`config.mk`:
```
export PLATFORM = sky130hd
export DESIGN_NAME = irq_ctrl
export DESIGN_NICKNAME = d
export VERILOG_FILES = /design/src/rtl/irq_pkg.sv /design/src/rtl/irq_sync_edge.sv /design/src/rtl/irq_ctrl.sv
export SDC_FILE = /design/constraint.sdc
export NUM_CORES = 1
export LEC_CHECK = 0
export CAP_MARGIN = 20
export CORE_MARGIN = 1.5
export CORE_UTILIZATION = 39
export CTS_CLUSTER_DIAMETER = 80
export DETAILED_ROUTE_END_ITERATION = 8
export GPL_TIMING_DRIVEN = 0
export HOLD_SLACK_MARGIN = 0.15
export PLACE_DENSITY = 0.74
export REMOVE_ABC_BUFFERS = 1
export SLEW_MARGIN = 30
export SYNTH_ARGS = -nofsm -noshare
export SYNTH_HDL_FRONTEND = slang
export SYNTH_HIERARCHICAL = 1
export SYNTH_SLANG_ARGS = --single-unit
```
`constraint.sdc`:
```
create_clock -name clk -period 2.3 [get_ports clk]
set_clock_uncertainty 0.1 [all_clocks]
set_input_delay 0.345 -clock clk [delete_from_list [all_inputs] [get_ports clk]]
set_output_delay 0.345 -clock clk [all_outputs]
set_load 0.01 [all_outputs]
```
`src/rtl/irq_pkg.sv`:
```
// Shared constants for the interrupt controller: source count, register offsets
// and the fixed-priority encoder used for irq_id.
package irq_pkg;

    localparam int N_SRC = 8;

    localparam logic [31:0] OFF_PENDING = 32'h0000_0000;
    localparam logic [31:0] OFF_MASK    = 32'h0000_0004;
    localparam logic [31:0] OFF_OVERRUN = 32'h0000_0008;
    localparam logic [31:0] OFF_ACTIVE  = 32'h0000_000C;
    localparam logic [31:0] OFF_SWSET   = 32'h0000_0010;

    // Lowest set index wins; returns 0 for an all-zero vector.
    function automatic logic [2:0] prio_enc(input logic [N_SRC-1:0] v);
        logic [2:0] idx;
        idx = 3'd0;
        for (int i = N_SRC - 1; i >= 0; i--) begin
            if (v[i]) idx = 3'(i);
        end
        return idx;
    endfunction

endpackage

```
`src/rtl/irq_sync_edge.sv`:
```
// One interrupt line: SYNC_STAGES-deep synchronizer followed by a rising-edge detector.
module irq_sync_edge #(
    parameter int SYNC_STAGES = 2
) (
    input  logic clk,
    input  logic reset_n,
    input  logic irq_in,
    output logic rise
);

    logic sync_w;
    logic edge_q;
    logic edge_d;

    generate
        if (SYNC_STAGES == 0) begin : g_nosync
            assign sync_w = irq_in;
        end else begin : g_sync
            logic [SYNC_STAGES-1:0] sync_q;
            logic [SYNC_STAGES-1:0] sync_d;
            logic [SYNC_STAGES:0]   chain;

            assign chain = {sync_q, irq_in};

            always_comb begin
                sync_d = chain[SYNC_STAGES-1:0];
            end

            always_ff @(posedge clk or negedge reset_n) begin
                if (!reset_n) sync_q <= '0;
                else          sync_q <= sync_d;
            end

            assign sync_w = sync_q[SYNC_STAGES-1];
        end
    endgenerate

    always_comb begin
        edge_d = sync_w;
    end

    always_ff @(posedge clk or negedge reset_n) begin
        if (!reset_n) edge_q <= 1'b0;
        else          edge_q <= edge_d;
    end

    assign rise = sync_w & ~edge_q;

endmodule

```
`src/rtl/irq_ctrl.sv`:
```
// Eight-source edge-triggered interrupt controller with a memory-mapped register
// window (pending/mask/overrun/active/swset) and fixed priority, bit 0 highest.
module irq_ctrl
    import irq_pkg::*;
#(
    parameter logic [31:0] BASE        = 32'hFFFF_FF00,
    parameter int          SYNC_STAGES = 2
) (
    input  logic             clk,
    input  logic             reset_n,
    input  logic [N_SRC-1:0] irq_in,
    input  logic [31:0]      dataadr,
    input  logic [31:0]      writedata,
    input  logic             memwrite,
    output logic [31:0]      readdata,
    output logic [N_SRC-1:0] interrupts,
    output logic [2:0]       irq_id,
    output logic             irq_valid
);

    logic [N_SRC-1:0] rise;
    logic [N_SRC-1:0] pending_q, pending_d;
    logic [N_SRC-1:0] mask_q, mask_d;
    logic [N_SRC-1:0] overrun_q, overrun_d;
    logic [N_SRC-1:0] interrupts_q, interrupts_d;
    logic [N_SRC-1:0] pend_clr, ovr_clr, sw_set;
    logic             unused_wdata;

    assign unused_wdata = ^writedata[31:N_SRC];

    generate
        for (genvar g = 0; g < N_SRC; g++) begin : g_src
            irq_sync_edge #(
                .SYNC_STAGES(SYNC_STAGES)
            ) u_sync_edge (
                .clk     (clk),
                .reset_n (reset_n),
                .irq_in  (irq_in[g]),
                .rise    (rise[g])
            );
        end
    endgenerate

    // Sets are OR-ed in after clears so a same-cycle set always wins.
    always_comb begin
        pend_clr = '0;
        ovr_clr  = '0;
        sw_set   = '0;
        mask_d   = mask_q;
        if (memwrite) begin
            if (dataadr == BASE + OFF_PENDING) pend_clr = writedata[N_SRC-1:0];
            if (dataadr == BASE + OFF_OVERRUN) ovr_clr  = writedata[N_SRC-1:0];
            if (dataadr == BASE + OFF_SWSET)   sw_set   = writedata[N_SRC-1:0];
            if (dataadr == BASE + OFF_MASK)    mask_d   = writedata[N_SRC-1:0];
        end
        pending_d    = (pending_q & ~pend_clr) | rise | sw_set;
        overrun_d    = (overrun_q & ~ovr_clr) | (rise & pending_q & ~pend_clr);
        interrupts_d = pending_d & mask_d;
    end

    always_ff @(posedge clk or negedge reset_n) begin
        if (!reset_n) begin
            pending_q    <= '0;
            mask_q       <= '0;
            overrun_q    <= '0;
            interrupts_q <= '0;
        end else begin
            pending_q    <= pending_d;
            mask_q       <= mask_d;
            overrun_q    <= overrun_d;
            interrupts_q <= interrupts_d;
        end
    end

    assign interrupts = interrupts_q;
    assign irq_valid  = |interrupts_q;
    assign irq_id     = prio_enc(interrupts_q);

    always_comb begin
        readdata = 32'h0;
        if      (dataadr == BASE + OFF_PENDING) readdata = {24'h0, pending_q};
        else if (dataadr == BASE + OFF_MASK)    readdata = {24'h0, mask_q};
        else if (dataadr == BASE + OFF_OVERRUN) readdata = {24'h0, overrun_q};
        else if (dataadr == BASE + OFF_ACTIVE)  readdata = {irq_valid, 28'h0, irq_id};
    end

endmodule

```
== Word-level counts from Yosys, hierarchy flattened ==
Cells that the tools add are included.
Storage, ports and cells
  word-level logic and storage cells: 72
  RAM bits: 0
  memory bits (read-only): 0
  latch bits: 0
  output and inout bits: 44
  input bits: 75
  bits in registers: 56
  memories: 0
Cells by class
  equality and inequality tests: 5
  divide/modulo/power cells: 0
  multiply operators: 0
  multiplexer cells: 20
  bitwise logic cells: 26
  add/sub/neg operators: 0
  reductions and logical operators: 1
  magnitude comparators: 0
  shift-type cells: 0
Operators with widths (number)
  32-bit equality test (second input constant): 5
  32-bit two-way mux: 4
  8-bit two-way mux: 8
  8-bit AND: 5
  3-bit two-way mux: 8
  8-bit bitwise OR: 3
  8-bit NOT: 2
  1-bit AND: 8
  1-bit NOT: 8
  8-bit OR reduction: 1

== Depth between registers and ports, before layout ==
Gate-level depths: netlist of the first run.
  word-level depth: 12
  depth in mapped cells: 6

== Cells and area by module ==
The synthesis of the first run kept the hierarchy.
By module, submodules not included
  irq_ctrl: area an instance 2138.3 um^2, cells an instance 225, times used 1
  irq_sync_edge: area an instance 88.8 um^2, cells an instance 4, times used 8

== Least setup slack after synthesis of the first run ==
OpenSTA, ideal clock, no wires.
  kind: input-to-output
  start: input port dataadr[7]
  end: output port readdata[6]
  arrival: 1966 ps
  stages: 6
  setup slack: -111 ps
  data required time: 1855 ps
  path buffers: 1
  path through: or4_4 > nor4_4 > and4b_2 > buf_4 > and2_1 > a221o_1
On the way
  word-level cells in the longest chain between the ends: 4
  elaborated cells between the ends (all ways): 6
  those cells by class: 3 x eq/ne; 3 x mux
Ends and longest elaborated chain
  start, declared: RTL line irq_ctrl.sv:12  | input logic [31:0] dataadr,
  32-bit equality test: RTL line irq_ctrl.sv:83  | else if (dataadr == BASE + OFF_OVERRUN) readdata = {24'h0, overrun_q};
  32-bit two-way mux: RTL line irq_ctrl.sv:83
  32-bit two-way mux: RTL line irq_ctrl.sv:82  | else if (dataadr == BASE + OFF_MASK) readdata = {24'h0, mask_q};
  32-bit two-way mux *: RTL line irq_ctrl.sv:81  | if (dataadr == BASE + OFF_PENDING) readdata = {24'h0, pending_q};
  end, declared: RTL line irq_ctrl.sv:15  | output logic [31:0] readdata,
Every way passes the cells marked *; elsewhere a longest branch is shown, timed or not.

== Worst setup path in the final report of the first run ==
  start: input port dataadr[1]
  end: output port readdata[6]
Same word-level chain as after synthesis.

==> reports/qor.txt, run 1 <==
CP endpoint kind - primary output
Clock Path Buffers - 2
die height - 88.5 um
Synth area leaders - dfrtp_1 (49%), buf_4 (6.3%), nor2b_4 (3.9%)
worst skew pair latency - 310 ps
IO Count - 119
Root Buffer - clkbuf_8
CTS tree - built
Mapped Cells - 257
crit path max-delay cell type - or4_4
Final Util - 57.2%
CP most frequent cell - buf_6
setup ws final - -292 ps
first-pass GRT wire length - 11.1 mm
IO Port Bufs - 71
final count of negative-setup-slack endpoints - 7
area delta synth->final - 39.4%
Die ar. - 7830 sq um
Crit path max-delay family - simple AND/OR/NAND/NOR gates
crit path DAT - 2150 ps
largest fanout on the critical path - 4
Pwr Total - 1.82 mW
Max Slew Vio Count - 0
Worst R2R Setup Slack - 980 ps
syn_area_per_cell - 11.1 sq um
clock sink count - 56
Core ar. - 6940 sq um
Diodes inserted - 0
min Tclk post-route - 2590 ps
CP Launch Type - input port
Post-synth EDFFs - 0
number of cell rows - 30
gr usage total - 19.0%
Seq/Total Area, Yosys - 49.2%
number of global-route vias before repair - 2288
DR vias/cell - 5.27
nets - 435
share of layout cells above drive strength 1 - 29.9%
initial antenna violation count - 0
htree depth - 2
antenna-violating nets left - 0
top cells by count, synth - dfrtp_1 (56), buf_4 (24), o21ai_0 (14)
CP required - 1860 ps
status - finished, violations left
drc violations - 0
DRT iter0 DRCs - 120
achievable frequency - 0.386 GHz
r2r startpoint - g_src[4].u_sync_edge/edge_q
Initial Util - 41.0%
routability-driven placement congestion ratio - 0.827
cell taking the most area after synthesis - dfrtp_1
Synth async-reset ratio - 100%
final wirelength - 7.43 mm
Routed wire per std cell - 16.3 um
failing checks - setup timing
HP Start - g_src[4].u_sync_edge/g_sync.sync_q[0]
die width - 88.5 um
Critical path origin - dataadr[1]
drt pass-1 iters - 4
period utilization - 113%
Worst Path Buf+Inv - 5
Num CTS Buffers - 5
HP Class - flip-flop to flip-flop
Worst Setup Path Type - input port to primary output
DP Wirelength - 4.70 mm
Synth top area share - 49.2%
worst-margin pin slew - 577 ps
Ys Warns - 6
cell with the most instances after synthesis - dfrtp_1
largest net degree at the start of global routing - 32
leakage - 1.84 nW
number of distinct library cells after synthesis - 42
flops & latches, synth - 56
critical path's largest stage delay - 530 ps
CP Cell Sequence - buf_6 > or4_4 > nor4_4 > buf_4 > and4b_4 > buf_6 > buf_6 > and2_4 > a221o_1 > buf_2
number of hold violations in the final report - 0
Max transition margin - 61.6%
Reg clk slew, reported paths - 100 ps
Cell Area, Synth - 2850 sq um
vias post-DR - 2410
Max VDD drop - 0.000312 V
unrepaired setup endpoints after global routing - true
Synth Flop Type - dfrtp_1
Power per Cell Area - 457 nW/um^2
Max Cap Viol - 0
global route overflow - 0
worst slack on hold paths - 242 ps
[where the power goes]
group	switching [mW]	leakage, nW	total [mW]	internal (mW)
combinational	0.0919	1.14	0.175	0.0830
clock	0.303	0.0552	0.626	0.324
sequential	0.0107	0.640	1.02	1.00
[registers in the layout, summed over array words and instances (netlist names)]
signal	flops
g_src.u_sync_edge/edge_q	8
g_src.u_sync_edge/g_sync.sync_q	16
interrupts	8
mask_q	8
overrun_q	8
pending_q	8
[area by class of cell]
type / instances / area, sq um
Inverter: 11 / 41.3
Sequential cell: 56 / 1400
Fill cell: 600 / 2970
Clock buffer: 6 / 72.6
Timing Repair Buffer: 106 / 932
Clock inverter: 2 / 35.0
Tap cell: 96 / 120
Multi-Input combinational cell: 180 / 1370
[per-stage QoR]
step | setup slack, ps | area, sq um | std cells | TNS [ps]
floorplan | -77.8 | 2700 | 246 | -1240
global placement | -1300 | 3530 | 413 | -85180
detailed placement | -1340 | 3550 | 414 | -36340
CTS | -271 | 3900 | 453 | -1360
global route | -360 | 3970 | 457 | -1960
finish | -292 | 3970 | 457 | -1460
[cells by family (layout without fill, tap and decap cells)]
kind of cell	Yosys count	in the layout	share of synthesized area [%]
and+or+nand+nor	85	86	21.1
AOI/OAI and AO/OA	62	62	16.0
DFF	56	56	49.2
buffers and inverters	44	125	9.57
muxes	9	9	3.95
other	1	23	0.132
[final timing paths]
| path | end | cells after the start |
|---|---|---|
| setup / recovery | readdata[6] | 10 |
| setup reg to reg | interrupts[4] | 4 |
| hold / removal | g_src[4].u_sync_edge/g_sync.sync_q[1] | 0 |
| max in group asynchronous | interrupts[5] | 3 |
| hold reg to reg | g_src[4].u_sync_edge/g_sync.sync_q[1] | 0 |
| min in group asynchronous | overrun_q[3] | 2 |
[cells in the final DEF, fill, tap and decap left out, types with 9 or more instances in the layout]
master / count
buf_6: 9
nand2_1: 10
dlygate4sd2_1: 30
o211ai_1: 9
nor2b_4: 9
buf_4: 26
inv_1: 11
dfrtp_1: 54
conb_1: 23
clkdlybuf4s50_1: 24
nand3_1: 10
nand2b_1: 10
a21oi_1: 9
o21ai_0: 14
buf_2: 10
[per-layer routing]
metal | wire (um) | share of wire [%] | up-vias | global-route usage [%]
met1 | 3060 | 41 | 1171 | 24.2
met2 | 3610 | 49 | 124 | 32.8
met4 | 132 | 1.8 | 0 | 5.54
met5 | 0 | 0 | - | 0
met3 | 635 | 8.5 | 12 | 3.82
li1 | - | - | 1103 | -
[timing repair]
action / 4_1_cts / 5_1_grt
gates cloned: 1 / 0
endpoints found under the hold margin: 25 / 0
resized for setup: 99 / 14
hold buffers: 1 / 0
pin swaps: 25 / 5
setup endpoints to repair: 44 / 41
buffers inserted: 29 / 4
Note: power is estimated with default switching activity, not from simulation.
==> inputs of run 2 (changes only) <==
Settings changed: CORE_MARGIN 1.5 to 10.
==> reports/qor.txt, run 2 (same netlist as run 1, synthesis figures left out) <==
status - finished, violations left
failing checks - setup timing
Crit path max-delay family - simple AND/OR/NAND/NOR gates
htree depth - 2
Clock Path Buffers - 2
worst skew pair latency - 310 ps
Max VDD drop - 0.000247 V
critical path's largest stage delay - 540 ps
routability-driven placement congestion ratio - 0.809
CP Cell Sequence - buf_6 > or4_4 > nor4_4 > buf_6 > and4b_4 > buf_6 > buf_6 > and2_4 > a221o_1 > buf_2
drc violations - 0
Die ar. - 11100 sq um
DRT iter0 DRCs - 228
switching share of total power - 23.3%
initial antenna violation count - 0
die height - 105 um
largest net degree at the start of global routing - 32
Inst Count DP - 417
Worst Path Buf+Inv - 5
Initial Util - 39.7%
Num CTS Buffers - 5
largest fanout on the critical path - 6
Clock power frac - 35.1%
number of cell rows - 31
Final Util - 56.1%
area delta synth->final - 41.2%
register name with the most flops - g_src.u_sync_edge/g_sync.sync_q
Routed wire per std cell - 17.9 um
DP Wirelength - 5.45 mm
Setup TNS Final - -1350 ps
filler cell count - 630
number of hold violations in the final report - 0
achievable frequency - 0.387 GHz
period utilization - 112%
CP most frequent cell - buf_6
antenna-violating nets left - 0
Diodes inserted - 0
sequential share of power - 55.1%
CTS tree - built
nets - 434
Core ar. - 7180 sq um
Reg clk slew, reported paths - 100 ps
min Tclk post-route - 2580 ps
Logic pwr share - 9.8%
Power per Cell Area - 458 nW/um^2
Finished Layout Cells - 459
Max transition margin - 61.6%
first-pass GRT wire length - 12.8 mm
die width - 105 um
NetSw - 0.430 mW
CP endpoint kind - primary output
crit path max-delay cell type - or4_4
IO Count - 119
Root Buffer - clkbuf_8
DR vias/cell - 5.36
setup ws final - -282 ps
leakage - 1.84 nW
final count of negative-setup-slack endpoints - 8
number of global-route vias before repair - 2495
Worst Setup Path Type - input port to primary output
Max Cap Viol - 0
max FFs per register - 16
gr usage total - 14.0%
unrepaired setup endpoints after global routing - true
vias post-DR - 2459
CP required - 1860 ps
IO Port Bufs - 71
commonest non-fill, non-tap cell in the layout - dfrtp_1
crit path DAT - 2140 ps
Max Slew Vio Count - 0
global route overflow - 0
share of layout cells above drive strength 1 - 30.8%
internal power - 1.41 mW
worst slack on hold paths - 255 ps
HP Class - flip-flop to flip-flop
drt pass-1 iters - 5
CP Launch Type - input port
most frequent cells in the layout - dfrtp_1 (53), dlygate4sd2_1 (28), clkdlybuf4s50_1 (25)
clock sink count - 56
worst-margin pin slew - 575 ps
final wirelength - 8.22 mm
==> run 2: power groups by stage <==
stage,logic [mW],clock network [mW],registers (mW)
floorplan,0.0561,0,1.03
global placement,0.181,0,1.04
detailed placement,0.189,0,1.04
CTS,0.176,0.659,1.02
global route,0.197,0.703,1.02
finish,0.180,0.646,1.02
==> run 2: what timing repair did <==
| action | CTS | global route |
|---|---|---|
| setup buffers | 31 | 1 |
| pin swaps | 21 | 12 |
| cloned | 1 | 1 |
| setup endpoints to repair | 44 | 33 |
| hold buffers | 1 | 0 |
| resized for setup | 102 | 28 |
| hold endpoints to repair | 25 | 0 |
==> run 2: final timing paths <==
path / from / to / slack, ps / depth (start not counted)
worst max-delay path: dataadr[1] / readdata[6] / -280 / 10
worst min-delay path: g_src[2].u_sync_edge/g_sync.sync_q[0] / g_src[2].u_sync_edge/g_sync.sync_q[1] / 260 / 0
worst max register to register: g_src[1].u_sync_edge/edge_q / interrupts[1] / 1020 / 4
worst min register to register: g_src[2].u_sync_edge/g_sync.sync_q[0] / g_src[2].u_sync_edge/g_sync.sync_q[1] / 260 / 0
max in group asynchronous: reset_n / g_src[2].u_sync_edge/g_sync.sync_q[1] / 1260 / 3
min in group asynchronous: reset_n / g_src[5].u_sync_edge/g_sync.sync_q[0] / 370 / 2
==> run 2: final cells by class <==
class                   count  area [sq um]  share of cell area [%]
clock buffers               5          68.8                    1.71
inverters                  11          41.3                    1.03
well taps                  99           124                    3.08
repair buffers            105           943                    23.5
flip-flops and latches     56          1410                    34.9
multi-input cells         180          1400                    34.7
clock inverters             3          42.5                    1.06
==> run 2: stage by stage <==
step / setup slack [ps] / instance area [sq um] / power [mW]
6_report: -282 / 4020 / 1.84
3_5_place_dp: -1320 / 3550 / 1.22
3_3_place_gp: -1310 / 3530 / 1.22
2_1_floorplan: -77.8 / 2700 / 1.09
4_1_cts: -212 / 3960 / 1.85
5_1_grt: -349 / 4020 / 1.92
==> run 2: metal layers <==
metal  global-route usage (%)  vias to the layer above  part of all wire (%)
met5                        0                        -                     0
met4                     4.31                        0                   1.8
met3                     4.14                       13                   7.8
met2                     23.2                      129                    48
met1                     17.2                     1215                    43
li1                         -                     1102                     -
==> run 2: worst reg2reg max path, stage by stage (launching register included) <==
cell and delay (ps):
dfrtp_1 400, nor2b_4 140, nand2b_1 150, o211ai_1 110, a221oi_1 290
==> inputs of run 3 (changes only) <==
Settings changed: RECOVER_POWER from default to 25, SETUP_SLACK_MARGIN from default to 0.3.
==> reports/qor.txt, run 3 (same netlist as run 1, synthesis figures left out) <==
worst-margin pin slew - 1430 ps
final count of negative-setup-slack endpoints - 8
htree depth - 2
DP Wirelength - 5.45 mm
crit path DAT - 2080 ps
first-pass GRT wire length - 13.7 mm
drc violations - 0
Num CTS Buffers - 5
Initial Util - 39.7%
Routed wire per std cell - 19.0 um
CP Launch Type - input port
unrepaired setup endpoints after global routing - true
Power per Cell Area - 413 nW/um^2
nets - 455
die width - 105 um
commonest non-fill, non-tap cell in the layout - dfrtp_1
setup ws final - -228 ps
Clock Path Buffers - 2
Reg clk slew, reported paths - 100 ps
drt pass-1 iters - 4
number of cell rows - 31
worst skew pair latency - 300 ps
initial antenna violation count - 0
number of hold violations in the final report - 0
HP Class - flip-flop to flip-flop
IO Port Bufs - 71
DR vias/cell - 5.29
Max Cap Viol - 0
share of layout cells above drive strength 1 - 47.2%
Die ar. - 11100 sq um
vias post-DR - 2540
min Tclk post-route - 2530 ps
Setup TNS Final - -1130 ps
status - finished, violations left
register name with the most flops - g_src.u_sync_edge/g_sync.sync_q
Inst Count DP - 417
CP required - 1860 ps
achievable frequency - 0.396 GHz
IO Count - 119
routability-driven placement congestion ratio - 0.809
largest net degree at the start of global routing - 32
largest fanout on the critical path - 5
global route overflow - 0
Max Slew Vio Count - 0
Worst R2R Setup Slack - 1000 ps
Max transition margin - 4.56%
final wirelength - 9.14 mm
failing checks - setup timing
DRT iter0 DRCs - 184
Core ar. - 7180 sq um
Worst Setup Path Type - input port to primary output
max FFs per register - 16
area delta synth->final - 57.0%
number of global-route vias before repair - 2670
Diodes inserted - 0
Max VDD drop - 0.000245 V
clock sink count - 56
Finished Layout Cells - 480
antenna-violating nets left - 0
Root Buffer - clkbuf_8
leakage - 2.02 nW
gr usage total - 15.0%
CTS tree - built
period utilization - 110%
die height - 105 um
most frequent cells in the layout - dfrtp_1 (51), buf_6 (29), buf_4 (26)
CP endpoint kind - primary output
## run 3: final cells by class
class                   instances  area (sq um)
fillers                       562          2700
repair buffers                126          1140
flip-flops and latches         56          1410
clock inverters                 3          42.5
multi-input cells             180          1650
well taps                      99           124
clock buffers                   5          68.8
inverters                      11          41.3
## run 3: worst paths after layout
check | cells past startpoint | end | from
max | 10 | readdata[6] | dataadr[1]
min | 0 | g_src[4].u_sync_edge/g_sync.sync_q[1] | g_src[4].u_sync_edge/g_sync.sync_q[0]
max reg2reg | 4 | interrupts[7] | g_src[7].u_sync_edge/edge_q
min reg2reg | 0 | g_src[4].u_sync_edge/g_sync.sync_q[1] | g_src[4].u_sync_edge/g_sync.sync_q[0]
max in group asynchronous | 2 | interrupts[7] | reset_n
min in group asynchronous | 2 | mask_q[4] | reset_n
## run 3: where the power goes
| part | internal (mW) | switching, mW |
|---|---|---|
| Sequential | 1.01 | 0.0107 |
| Clock | 0.323 | 0.321 |
| Combinational | 0.0810 | 0.106 |
## run 3: worst max-delay path, cell delays in order
cell and delay (ps):
buf_6 90, or4_4 530, nor4_4 150, buf_6 150, and4b_4 250, buf_6 110, buf_6 90, and2_4 120
a221o_1 110, buf_2 130
## run 3: per-stage QoR
stage	power [mW]	hold slack (ps)	setup slack, ps	util [%]	instance area [sq um]
2_1_floorplan	1.09	-50.6	-77.8	-	2700
3_3_place_gp	1.22	232	-1310	49.3	3530
3_5_place_dp	1.22	175	-1320	49.5	3550
4_1_cts	1.86	257	-212	58.1	4170
5_1_grt	1.92	255	-285	62.3	4470
6_report	1.85	253	-228	62.3	4470
## run 3: repair_timing
action	in CTS	in global routing
resized for setup	163	83
endpoints found under the hold margin	25	0
pin swaps	35	45
setup buffers	40	13
cloned	1	0
hold buffers	1	0
endpoints found under the setup margin	45	45
## run 3: metal layers
layer	global-route usage, %	routed length, um	vias up
li1	-	-	1142
met1	17.9	3730	1248
met2	24.5	4460	130
met3	4.63	720	20
met4	6.27	233	0
met5	0	0	-
==> RTL edit: new RTL, settings of run 3 <==
`SYNC_STAGES` is set to 2 in 2 places; all go to 4.
--- a/src/rtl/irq_sync_edge.sv
+++ b/src/rtl/irq_sync_edge.sv
@@ -1,5 +1,5 @@
 // One interrupt line: SYNC_STAGES-deep synchronizer followed by a rising-edge detector.
 module irq_sync_edge #(
-    parameter int SYNC_STAGES = 2
+    parameter int SYNC_STAGES = 4
 ) (
     input  logic clk,
--- a/src/rtl/irq_ctrl.sv
+++ b/src/rtl/irq_ctrl.sv
@@ -5,5 +5,5 @@
 #(
     parameter logic [31:0] BASE        = 32'hFFFF_FF00,
-    parameter int          SYNC_STAGES = 2
+    parameter int          SYNC_STAGES = 4
 ) (
     input  logic             clk,
Behaviour: not the same (a bounded check fails within 4 cycles, from zero or initial values and one cycle with reset_n low).
==> RTL edit against run 3 <==
  * The flow still finishes with violations (setup timing)
  * Worst setup slack improved by 0.012 ns
  * Final cell count is 4.6% higher
  * Synthesized area increased by 14%
  * Count of clock-buffer cells in the layout up 9
  * Total power increased by 38%
  * Sequential cell count up 16
  * Sequential power increased by 29%
  * Routed wire length rose by 6.1%
  * Design area rose by 6.1%
  * Critical path type unchanged
==> RTL edit: results <==
[detailed_routing]
vias = 2690
dr.pass1.iters = 5
drt-initial-drc-count = 127
dr_wl_met2_microns = 4770
wl_microns = 9700
drt-met1-wl_microns = 4050
dr_wl_met3_microns = 761

[global_routing]
grt_max_degree = 44
grt_first_pass_wirelength_microns = 14500
grt_pass1_vias = 2760
grt_use_total_pct = 14.6

[hold_path]
hold_class = reg -> reg
hold_path_end = g_src[3].u_sync_edge/g_sync.sync_q[2]
min-delay-start = g_src[3].u_sync_edge/g_sync.sync_q[1]

[critical_path]
reg2reg_to = interrupts[1]
crit_start = dataadr[6]
critPathMaxStageDelay_ns = 0.53
critPathTopFamily = simple AND/OR/NAND/NOR gates
reg2reg_depth = 4
r2r-start = g_src[1].u_sync_edge/edge_q
crit_end = readdata[3]

[clock_network]
clkLatencyLatePin_ns = 0.34
cts.htree.levels = 3
clk_pin_slew_ns = 0.06
cts_root_buf = clkbuf_8
numCtsBuffers = 9

[sta]
worst_hold_slack_ns = 0.248
relSlewSlack_pct = 54.7
finalSetupViolCount = 7
worst_slack_ns = -0.216
tns_ns = -1.15

[placement]
port_buffers = 71
place_congestion = 0.779
place_area_sq_mm = 0.00396
dp_hpwl_microns = 5700

[outcome]
violations = setup timing
status = finished, violations left

[final_layout]
fillers = 657
drive_gt1_share_pct = 36.8
nets = 467
regMostFlops = g_src.u_sync_edge/g_sync.sync_q
largest_register_ffs = 32

[logic_synthesis]
yosys_warnings = 6
ys_seq_area_share_pct = 55.4
synth_commonest_cells = dfrtp_1, buf_4, o21ai_0
synthArstFlopShare_pct = 100
synth_area_leaders = dfrtp_1, buf_4, nor2b_4, mux2_2, a32o_1
ys_types = 42

[power]
ir_drop_uv = 345
p_switching_uw = 553
power_leakage_uw = 0.00215
==> RTL edit: worst register-to-register path, delay by kind of cell (launching register included) <==
family / cells / cell delay [ns]
and+or+nand+nor: 2 / 0.29
AOI/OAI and AO/OA: 2 / 0.39
DFF: 1 / 0.40
==> RTL edit: cell families after synthesis <==
kind of cell	count (synthesis)	share of synthesized area, %
muxes	9	3.47
AOI/OAI and AO/OA	62	14.1
buffers and inverters	44	8.39
DFF	72	55.4
other	1	0.115
and+or+nand+nor	85	18.5
==> RTL edit: timing repair <==
action | CTS | global route
endpoints found under the hold margin | 29 | 0
hold buffers | 1 | 0
gates resized for setup | 146 | 24
setup buffers | 36 | 9
endpoints found under the setup margin | 45 | 37
pin swaps | 32 | 14
cloned | 1 | 0
==> RTL edit: power by group through the flow <==
| stage | combinational (uW) | clock (uW) | sequential, uW |
|---|---|---|---|
| finish | 186 | 1050 | 1320 |
| global route | 203 | 1160 | 1320 |
| CTS | 184 | 1090 | 1320 |
| detailed placement | 194 | 0 | 1340 |
| global placement | 187 | 0 | 1340 |
| floorplan | 56.1 | 0 | 1340 |
==> RTL edit: layout make-up <==
class | instances | area (sq um) | share of cell area, %
flip-flops and latches | 72 | 1810 | 38.1
multi-input cells | 180 | 1460 | 30.8
repair buffers | 118 | 1090 | 22.9
clock buffers | 14 | 183 | 3.85
well taps | 105 | 131 | 2.77
inverters | 11 | 41.3 | 0.870
clock inverters | 2 | 35.0 | 0.738
==> RTL edit: routing by layer <==
layer,global-route usage [%],up-vias
met3,6.11,13
met2,22.9,140
li1,-,1185
met5,0,-
met1,17.1,1352
met4,5.91,0
==> RTL edit: through the flow <==
step / cells / worst slack [ns]
finish: 502 / -0.216
global route: 502 / -0.279
CTS: 493 / -0.205
detailed placement: 439 / -1.34
global placement: 438 / -1.58
floorplan: 262 / -0.0778
